File: config.mk
export PLATFORM = sky130hd
export DESIGN_NAME = jtag_mem_bridge
export DESIGN_NICKNAME = d
export VERILOG_FILES = /design/src/rtl/jtag_mem_bridge.sv
export SDC_FILE = /design/constraint.sdc
export NUM_CORES = 1
export LEC_CHECK = 0
export ABC_CLOCK_PERIOD_IN_PS = 11000
export CAP_MARGIN = 20
export CORE_UTILIZATION = 45
export DETAILED_ROUTE_END_ITERATION = 16
export HOLD_SLACK_MARGIN = 0.03
export PLACE_DENSITY = 0.7
export SLEW_MARGIN = 20
export SYNTH_ARGS = -nofsm -noshare
export SYNTH_HDL_FRONTEND = slang
export SYNTH_SLANG_ARGS = --single-unit
File: constraint.sdc
create_clock -name tck -period 11 [get_ports tck]
set_input_delay 3.3 -clock tck [delete_from_list [all_inputs] [get_ports tck]]
set_output_delay 3.3 -clock tck [all_outputs]
set_load 0.01 [all_outputs]
File: src/rtl/jtag_mem_bridge.sv
// JTAG-to-memory bridge: four scan DRs (BYPASS/REG/ADDR/DATA), a small register
// file, and a one-outstanding-request memory master driven by DR updates.
module jtag_mem_bridge #(
    parameter int unsigned ADDR_W   = 16,
    parameter int unsigned DATA_W   = 8,
    parameter int unsigned NUM_REGS = 16
) (
    input  logic                         tck,
    input  logic                         aclr,
    input  logic                         tdi,
    input  logic [1:0]                   ir_in,
    input  logic                         v_sdr,
    input  logic                         v_cdr,
    input  logic                         v_udr,
    output logic                         tdo,
    output logic                         mem_req,
    output logic                         mem_we,
    output logic [ADDR_W-1:0]            mem_addr,
    output logic [DATA_W-1:0]            mem_wdata,
    input  logic [DATA_W-1:0]            mem_rdata,
    input  logic                         mem_ack,
    output logic [NUM_REGS*DATA_W-1:0]   reg_q
);

    localparam int unsigned IDX_W  = $clog2(NUM_REGS);
    localparam int unsigned REG_W  = 1 + IDX_W + DATA_W;
    localparam int unsigned ADR_W  = 2 + ADDR_W;
    localparam logic [1:0]  IR_BYPASS = 2'b00;
    localparam logic [1:0]  IR_REG    = 2'b01;
    localparam logic [1:0]  IR_ADDR   = 2'b10;
    localparam logic [1:0]  IR_DATA   = 2'b11;

    typedef enum logic {IDLE, REQ} state_t;

    state_t                             state_q, state_d;
    logic                               bypass_dr;
    logic [REG_W-1:0]                   reg_dr;
    logic [ADR_W-1:0]                   addr_dr;
    logic [DATA_W-1:0]                  data_dr;
    logic [NUM_REGS-1:0][DATA_W-1:0]    regfile;
    logic [ADDR_W-1:0]                  ptr_q;
    logic                               inc_en_q;
    logic                               rd_mode_q;
    logic                               ovf_q;
    logic [DATA_W-1:0]                  rd_buf_q;

    logic                               shift_c, capture_c, update_c;
    logic                               busy, launch_req;
    logic                               launch, drop, ack_c, launch_we;
    logic [ADDR_W-1:0]                  launch_addr;
    logic                               reg_wr;
    logic [IDX_W-1:0]                   reg_idx;
    logic [DATA_W-1:0]                  reg_val;
    logic                               adr_inc, adr_rd;
    logic [ADDR_W-1:0]                  adr_addr;

    // Shift beats capture, capture beats update
    assign shift_c   = v_sdr;
    assign capture_c = v_cdr & ~v_sdr;
    assign update_c  = v_udr & ~v_sdr & ~v_cdr;

    assign reg_wr   = reg_dr[REG_W-1];
    assign reg_idx  = reg_dr[DATA_W +: IDX_W];
    assign reg_val  = reg_dr[DATA_W-1:0];
    assign adr_inc  = addr_dr[ADR_W-1];
    assign adr_rd   = addr_dr[ADDR_W];
    assign adr_addr = addr_dr[ADDR_W-1:0];

    assign busy       = (state_q == REQ);
    assign launch_req = update_c & ((ir_in == IR_DATA) | ((ir_in == IR_ADDR) & adr_rd));
    assign reg_q      = regfile;

    always_comb begin
        tdo = 1'b0;
        case (ir_in)
            IR_BYPASS: tdo = bypass_dr;
            IR_REG:    tdo = reg_dr[0];
            IR_ADDR:   tdo = addr_dr[0];
            IR_DATA:   tdo = data_dr[0];
        endcase
    end

    always_ff @(posedge tck or posedge aclr) begin
        if (aclr) state_q <= IDLE;
        else      state_q <= state_d;
    end

    // Launch/drop/complete decisions; a launch on the ack edge still counts as busy
    always_comb begin
        state_d     = state_q;
        launch      = 1'b0;
        drop        = 1'b0;
        ack_c       = 1'b0;
        launch_we   = 1'b0;
        launch_addr = ptr_q;
        case (state_q)
            IDLE: begin
                if (launch_req) begin
                    launch      = 1'b1;
                    state_d     = REQ;
                    launch_we   = (ir_in == IR_DATA) & ~rd_mode_q;
                    launch_addr = (ir_in == IR_ADDR) ? adr_addr : ptr_q;
                end
            end
            REQ: begin
                drop = launch_req;
                if (mem_ack) begin
                    ack_c   = 1'b1;
                    state_d = IDLE;
                end
            end
        endcase
    end

    always_ff @(posedge tck or posedge aclr) begin
        if (aclr) begin
            bypass_dr <= 1'b0;
            reg_dr    <= '0;
            addr_dr   <= '0;
            data_dr   <= '0;
        end else begin
            case (ir_in)
                IR_BYPASS: begin
                    if (shift_c)        bypass_dr <= tdi;
                    else if (capture_c) bypass_dr <= 1'b0;
                end
                IR_REG: begin
                    if (shift_c) reg_dr <= {tdi, reg_dr[REG_W-1:1]};
                    else if (capture_c)
                        reg_dr[DATA_W-1:0] <= (reg_idx == '0) ? DATA_W'({ovf_q, busy})
                                                              : regfile[reg_idx];
                end
                IR_ADDR: begin
                    if (shift_c) addr_dr <= {tdi, addr_dr[ADR_W-1:1]};
                end
                IR_DATA: begin
                    if (shift_c)        data_dr <= {tdi, data_dr[DATA_W-1:1]};
                    else if (capture_c) data_dr <= rd_buf_q;
                end
            endcase
        end
    end

    always_ff @(posedge tck or posedge aclr) begin
        if (aclr) begin
            regfile   <= '0;
            ptr_q     <= '0;
            inc_en_q  <= 1'b0;
            rd_mode_q <= 1'b0;
            ovf_q     <= 1'b0;
            rd_buf_q  <= '0;
        end else begin
            if (update_c && ir_in == IR_REG && reg_wr) begin
                if (reg_idx != '0)   regfile[reg_idx] <= reg_val;
                else if (reg_val[1]) ovf_q <= 1'b0;
            end
            if (drop) ovf_q <= 1'b1;
            if (update_c && ir_in == IR_ADDR && !busy) begin
                ptr_q     <= adr_addr;
                inc_en_q  <= adr_inc;
                rd_mode_q <= adr_rd;
            end
            if (ack_c) begin
                if (inc_en_q) ptr_q <= ptr_q + ADDR_W'(1);
                if (!mem_we)  rd_buf_q <= mem_rdata;
            end
        end
    end

    // Request outputs are frozen from launch until the ack edge
    always_ff @(posedge tck or posedge aclr) begin
        if (aclr) begin
            mem_req   <= 1'b0;
            mem_we    <= 1'b0;
            mem_addr  <= '0;
            mem_wdata <= '0;
        end else if (launch) begin
            mem_req  <= 1'b1;
            mem_we   <= launch_we;
            mem_addr <= launch_addr;
            if (launch_we) mem_wdata <= data_dr;
        end else if (ack_c) begin
            mem_req <= 1'b0;
        end
    end

endmodule

== Word level (Yosys, flattened, before mapping) ==
Index checks and enable logic that the tools add are counted.

* Logic and storage cells: 106
* Latch bits: 0
* Bits of input ports: 17
* RAM bits: 0
* ROM bits: 0
* Memories: 0
* Output and inout bits: 155
* Flip-flop bits (word level): 222

* Reduce and logical (&&, ||, !) cells: 22
* Add/subtract/negate cells: 1
* Equality and inequality tests: 4
* Multipliers: 0
* Div/mod/pow operators: 0
* Muxes and demuxes: 34
* Bitwise logic cells: 12
* Shift operators: 0
* $lt $le $gt $ge: 2

{| class="wikitable"
|+ Operator list
! cell !! number
|-
| 128-bit bitwise mux || 1
|-
| 16-bit 2-to-1 mux || 6
|-
| 8-bit 2-to-1 mux || 7
|-
| 8-bit binary-select mux with 4-bit select || 1
|-
| 8-bit demux with 4-bit select || 1
|-
| 16-bit by 1-bit adder with 16-bit output, second input constant || 1
|-
| 1-bit 2-to-1 mux || 16
|-
| 2-bit AND reduction || 8
|-
| 2-bit nonzero test || 4
|-
| 1-bit bitwise AND || 6
|-
| 1-bit logical AND || 5
|-
| 4-bit by 5-bit less-than comparator with 1-bit output, second input constant || 1
|-
| 1-bit NOT || 5
|-
| 2-bit equality test, second input constant || 2
|-
| 4-bit by 1-bit >= comparator with 1-bit output, second input constant || 1
|-
| 4-bit zero test || 1
|-
| 1-bit case mux with 4 select lines || 1
|-
| 4-bit nonzero test || 1
|-
| 3-bit AND reduction || 1
|-
| 2-bit by 1-bit equality test with 1-bit output, second input constant || 1
|-
| 2-bit zero test || 1
|-
| 2-bit inequality test, second input constant || 1
|-
| 1-bit case mux with 2 select lines || 1
|-
| 1-bit zero test || 1
|-
| 1-bit OR || 1
|}

== Depth between registers and ports, before layout ==
Gate-level depths: netlist (run 1).

* Word-level depth: 8
* Mapped depth: 8
* Mapped depth without buffers: 6

== Worst setup path after synthesis (run 1) ==
Ideal clock, no wire load.

* Kind: input to output
* From: in ir_in[1]
* To: out tdo
* Arrival time: 3806 ps
* Data required time: 7700 ps
* Buffers on the path: 0
* Cell stages on the path: 1
* Slack: 3894 ps
* Cells stage by stage: mux4_2

* Longest elaborated chain between the ends: 2
* Elaborated cells between the ends (all ways): 5
* Classes of those cells: eq/ne (3); mux (1); reduce/logical (1)

{| class="wikitable"
|+ RTL lines
! what !! line !! RTL
|-
| start: declaration || 11 || <nowiki>input logic [1:0] ir_in,</nowiki>
|-
| 2-bit equality test (tied with other cells) || 75 || <nowiki>case (ir_in)</nowiki>
|-
| 1-bit case mux with 4 select lines * || 75 ||
|-
| end: declaration || 15 || <nowiki>output logic tdo,</nowiki>
|}

Every way passes the cells marked *; elsewhere a longest branch is shown, timed or not.

== Worst setup path in the final report (run 1) ==
Same ends and word-level chain as after synthesis.

==> results of run 1 <==
-- cells by family after synthesis --
logic type	count (synthesis)	share of synthesized area, %
flip-flops	222	56.1
multiplexers	201	26.2
AND/OR/NAND/NOR	168	8.28
AO/OA/AOI/OAI	105	6.96
buffers and inverters	56	2.35
adder cells (fa/ha/maj)	1	0.126
-- flip-flops by register name, summed over array words and instances (netlist names), 8 cells and up --
signal and flops:
reg_q 128, ptr_q 16, data_dr 8, mem_addr 16, addr_dr 18, mem_wdata 8
rd_buf_q 8, reg_dr 13
-- power breakdown --
group          internal, uW  switching (uW)
registers               945             137
logic                   274             261
clock network           431             324
-- through the flow --
stage	utilization, %	hold WS [ps]	cells	cell area (sq um)
floorplan	-	451	753	9910
global placement	55.5	366	1152	11800
detailed placement	55.5	368	1152	11800
CTS	58.9	380	1195	12500
global route	59.1	389	1196	12600
finish	59.1	373	1196	12600
-- worst paths after layout --
check                      cells past startpoint  slack, ps     endpoint
max                                            3       2740          tdo
max in group asynchronous                      3       6840  rd_buf_q[2]
min                                            0        370     reg_q[0]
max reg2reg                                    4       8480    reg_q[25]
min reg2reg                                    0        370     reg_q[0]
min in group asynchronous                      2       3140   reg_q[109]
-- cell type report --
cell class,count,area (sq um)
Inverter,4,22.5
Sequential cell,222,5560
Multi-Input combinational cell,475,4140
Tap cell,275,344
Timing Repair Buffer,177,1780
Clock inverter,8,58.8
Fill cell,1709,8710
Clock buffer,35,682
-- worst max-delay path, stage by stage --
cell and delay, ps:
clkdlybuf4s50_1 620, mux4_2 540, clkdlybuf4s50_1 490
-- metal layers --
layer  global-route usage [%]  part of all wire, %  vias up
met4                     4.04                  1.2        0
met5                        0                    0        -
li1                         -                    -     3060
met2                     36.1                   47      196
met3                     5.30                  7.1       20
met1                     31.3                   44     3382
-- cells in the final DEF (no fill, tap or decap), types with 6 or more instances in the layout --
cell type        instances
dfrtp_1                220
clkdlybuf4s50_1        171
mux2_2                 159
nand2_1                 65
nor2_1                  45
mux4_2                  31
o21ai_0                 27
clkbuf_16               24
a22oi_1                 18
a21oi_1                 17
nor2_2                  13
a31oi_1                 11
mux2i_1                 11
nand3_1                  7
a211oi_1                 7
a311oi_1                 7
clkbuf_1                 7
and3_1                   6
==> qor.yml, run 1 <==
status:
  outcome: "complete, no violations"
detailed_routing:
  drc: 0
  vias_per_cell: 5.57
  initialDrtViolationCount: 321
  wl_um: 24600
  firstDrtPassIters: 4
  drt-wirelength-per-cell_um: 20.5
  via_count: 6658
  ant_nets: 0
worst_setup_path:
  criticalPathCategory: "input port to output port"
  r2r_start: "reg_dr[8]"
  start_kind: "input port"
  cp_data_required_time_ps: 7700
  cp-end-kind: "output port"
  startpoint: "ir_in[1]"
  arrival_ps: 4960
  path_max_fanout: 8
die:
  start_util_pct: 46.6
  rows: 53
  io_pins: 172
  chipHeight_um: 150
  die-area_sq_um: 22600
  die_w_um: 150
  core_sq_um: 21300
pwr:
  p_leak_uw: 0.00559
  powerDensity_nw_per_um2: 188
  power_uw: 2370
  vdd_ir_drop_max_v: 0.000121
synthesis:
  synth_cell_types: 47
  synth-edff-count: 0
  yosys_most_used_dff: "dfrtp_1"
  synth_common_cells: "dfrtp_1 (222), mux2_2 (159), nand2_1 (65)"
  yosysMostFrequentCell: "dfrtp_1"
  synth.area.top_cells: "dfrtp_1 (56%), mux2_2 (18%), mux4_2 (7.0%)"
  async_flop_share_pct: 100
  yosys.area.top_type_share_pct: 56.1
  synthesis.instances: 753
  syn-num-nets: 771
  ys_seq_elements: 222
  yosysTopAreaCell: "dfrtp_1"
  syn_area_sq_um: 9910
  yosys_warnings: 0
  synth_seq_area_share_pct: 56.1
  syn-mean-instance-area_sq_um: 13.2
grt:
  overflow: 0
  grt_pass1_wl_um: 39000
  track_usage_pct: 22.5
  grt_max_degree: 143
  grt_pass1_vias: 6777
  antenna_found_initial: 0
clock_network:
  cts_tree: "done"
  clkTransAtPathRegs_ps: 60
  htreeDepth: 1
  cts-resized-gates: 0
  cts_made_buffers: 24
  cts_sinks: 222
  cts_setup_buffers: 0
  cts-root-buf: "clkbuf_16"
  cts_buffer_depth: 3
  clkLatencyLatePin_ps: 530
  cts_hold_buf: 0
sta:
  hold_viol: 0
  setup-violations-final: 0
  skew_ps: 27.7
  relSlewSlack_pct: 31.5
  fin_ws_ps: 2740
  finalCritPeriodShare_pct: 75.1
  rsz0062_at_grt: "false"
  worstMarginPinSlew_ps: 1030
  max_freq_mhz: 121
  period_needed_ps: 8260
  finalMaxSlewViolations: 0
  fin_tns_setup_ps: 0
cells_and_area:
  antenna_cells: 0
  areaGrowthSynthToFinish_pct: 27.0
  fin_nets: 922
  drive_gt1_share_pct: 28.6
placement:
  port_buffers: 171
  gp_congestion: 0.796
  pre_cts_ws_ps: 2730
  dp.final_hpwl_um: 15900
min_path:
  min_from: "reg_q[0]"
  hp-class: "flip-flop to flip-flop"
run:
  maxCapViolCount: 0
Note: power is estimated with default switching activity, not from simulation.
==> run 2: changes to the inputs <==
--- a/config.mk
+++ b/config.mk
@@ -5,12 +5,12 @@
 export SDC_FILE = /design/constraint.sdc
 export NUM_CORES = 1
 export LEC_CHECK = 0
-export ABC_CLOCK_PERIOD_IN_PS = 11000
+export ABC_CLOCK_PERIOD_IN_PS = 7400
 export CAP_MARGIN = 20
 export CORE_UTILIZATION = 45
 export DETAILED_ROUTE_END_ITERATION = 16
 export HOLD_SLACK_MARGIN = 0.03
-export PLACE_DENSITY = 0.7
+export PLACE_DENSITY = 0.72
 export SLEW_MARGIN = 20
 export SYNTH_ARGS = -nofsm -noshare
 export SYNTH_HDL_FRONTEND = slang
==> constraint.sdc (replaced) <==
create_clock -name tck -period 7.4 [get_ports tck]
set_input_delay 2.22 -clock tck [delete_from_list [all_inputs] [get_ports tck]]
set_output_delay 2.22 -clock tck [all_outputs]
set_load 0.01 [all_outputs]
==> qor.yml, run 2 (synthesized netlist as in run 1, its figures left out) <==
pwr:
  p_int_uw: 2480  # +50%
  vdd_ir_drop_max_v: 0.000182  # +50%
  comb_power_share_pct: 22.4  # -0.2 points
  seqPwrFrac_pct: 45.2  # -0.4 points
  switching_power_uw: 1080  # +49%
  p_leak_uw: 0.00560  # +0.19%
  swShare_pct: 30.3  # -0.11 points
  clock_power_share_pct: 32.4  # +0.6 points
  powerDensity_nw_per_um2: 282  # +50%
die:
  io_pins: 172  # unchanged
  die_w_um: 150  # unchanged
  core_sq_um: 21300  # unchanged
  rows: 53  # unchanged
  start_util_pct: 46.6  # unchanged
  chipHeight_um: 150  # unchanged
  die-area_sq_um: 22600  # unchanged
worst_setup_path:
  criticalPathCategory: "input port to output port"
  r2r_cells: 4  # unchanged
  cp-end-kind: "output port"
  cp_data_required_time_ps: 5180  # -2520 ps
  start_kind: "input port"
  arrival_ps: 3860  # -1100 ps
  path_max_fanout: 8  # unchanged
sta:
  worstMarginPinSlew_ps: 1060  # +35.7 ps
  hold_viol: 0  # unchanged
  setup-violations-final: 0  # unchanged
  relSlewSlack_pct: 29.0  # -2.5 points
  period_needed_ps: 6080
  fin_tns_setup_ps: 0  # unchanged
  finalCritPeriodShare_pct: 82.2
  skew_ps: 29.0  # +1.31 ps
  rsz0062_at_grt: "false"
  max_freq_mhz: 164
  finalMaxSlewViolations: 0  # unchanged
min_path:
  min_path_cells: 0  # unchanged
  hp-class: "flip-flop to flip-flop"
cells_and_area:
  fin_nets: 922  # unchanged
  largest_reg_flops: 128  # unchanged
  areaGrowthSynthToFinish_pct: 27.0  # about the same
  fin_cells: 1196  # unchanged
  most-common-layout-cells: "dfrtp_1 (220), clkdlybuf4s50_1 (171), mux2_2 (159), nand2_1 (65), nor2_1 (45)"
  drive_gt1_share_pct: 28.6  # unchanged
  antenna_cells: 0  # unchanged
  final_common_cell: "dfrtp_1"
  postLayoutCoreUtil_pct: 59.1  # about the same
detailed_routing:
  drc: 0  # unchanged
  wl_met2_um: 11500  # -0.44%
  firstDrtPassIters: 4  # unchanged
  met1_length_um: 10300  # -6.1%
  vias_per_cell: 5.60  # +0.65%
  initialDrtViolationCount: 295  # -8.1%
  wl_um: 24400  # -0.79%
  via_count: 6701  # +0.65%
  wl_met3_um: 2070  # +18%
  drt-wirelength-per-cell_um: 20.4  # -0.79%
  highest_layer: "met4"
  ant_nets: 0  # unchanged
placement:
  dp_cells: 1153  # +0.087%
  gp_congestion: 0.820  # +3.0%
  dp.final_hpwl_um: 16100  # +1.4%
  port_buffers: 171  # unchanged
clock_network:
  clkTransAtPathRegs_ps: 60  # about the same
  cts_setup_buffers: 0  # unchanged
  cts_tree: "done"
  cts_made_buffers: 24  # unchanged
  cts-resized-gates: 0  # unchanged
  cts_hold_buf: 0  # unchanged
  cts-root-buf: "clkbuf_16"
  htreeDepth: 1  # unchanged
  cts_buffer_depth: 3  # unchanged
  clkLatencyLatePin_ps: 530  # about the same
  cts_sinks: 222  # unchanged
grt:
  antenna_found_initial: 0  # unchanged
  grt_pass1_wl_um: 38800  # -0.48%
  overflow: 0  # unchanged
  track_usage_pct: 22.3  # -0.19 points
  grt_pass1_vias: 6810  # +0.49%
  grt_max_degree: 109  # -24%
status:
  outcome: "complete, no violations"
run:
  maxCapViolCount: 0  # unchanged
run 2: cell types whose count changed in the layout (fill, tap and decap cells not counted), sizes merged:
cell / previous run / this run
clkinvlp: 3 / 2
clkbuf: 35 / 33
clkinv: 5 / 8
bufinv: 0 / 1
inv: 4 / 3
run 2: routing by layer:
metal	up-vias	track usage (%)
li1	3043	-
met1	3385	30.1
met2	235	35.2
met3	38	6.73
met4	0	5.25
met5	-	0
run 2: final timing paths:
| path | end | slack, ps | startpoint |
|---|---|---|---|
| worst min register to register | reg_q[0] | 370 | reg_q[0] |
| worst max register to register | reg_q[25] | 4890 | reg_dr[8] |
| max in group asynchronous | reg_dr[9] | 4110 | aclr |
| min in group asynchronous | reg_q[96] | 2200 | aclr |
| worst min-delay path | reg_q[0] | 370 | reg_q[0] |
| worst max-delay path | tdo | 1320 | ir_in[1] |
run 2: through the flow:
stage                     power, uW  instance area [sq um]  hold slack (ps)  worst slack, ps
after global routing           3730                  12600              390             1250
after detailed placement       2430                  11800              368             1310
final                          3550                  12600              374             1320
after floorplan                2090                   9910              451             2280
after CTS                      3590                  12600              380             1310
after global placement         2410                  11800              365             1350
run 2: power groups by stage:
stage	Combinational [uW]	Sequential, uW	Clock [uW]
after floorplan	516	1580	0
after global placement	791	1620	0
after detailed placement	805	1630	0
after CTS	809	1610	1170
after global routing	873	1640	1220
final	795	1610	1150
run 2: cell type report:
cell class | count | area, sq um
fill | 1716 | 8700
tap | 275 | 344
inverter | 4 | 18.8
clock inverter | 10 | 88.8
timing repair buffer | 177 | 1780
sequential | 222 | 5560
multi-input combinational | 475 | 4130
clock buffer | 33 | 664
run 2: worst max-delay path: stages:
cell	delay, ps
clkdlybuf4s50_1	620
mux4_2	530
clkdlybuf4s50_1	490
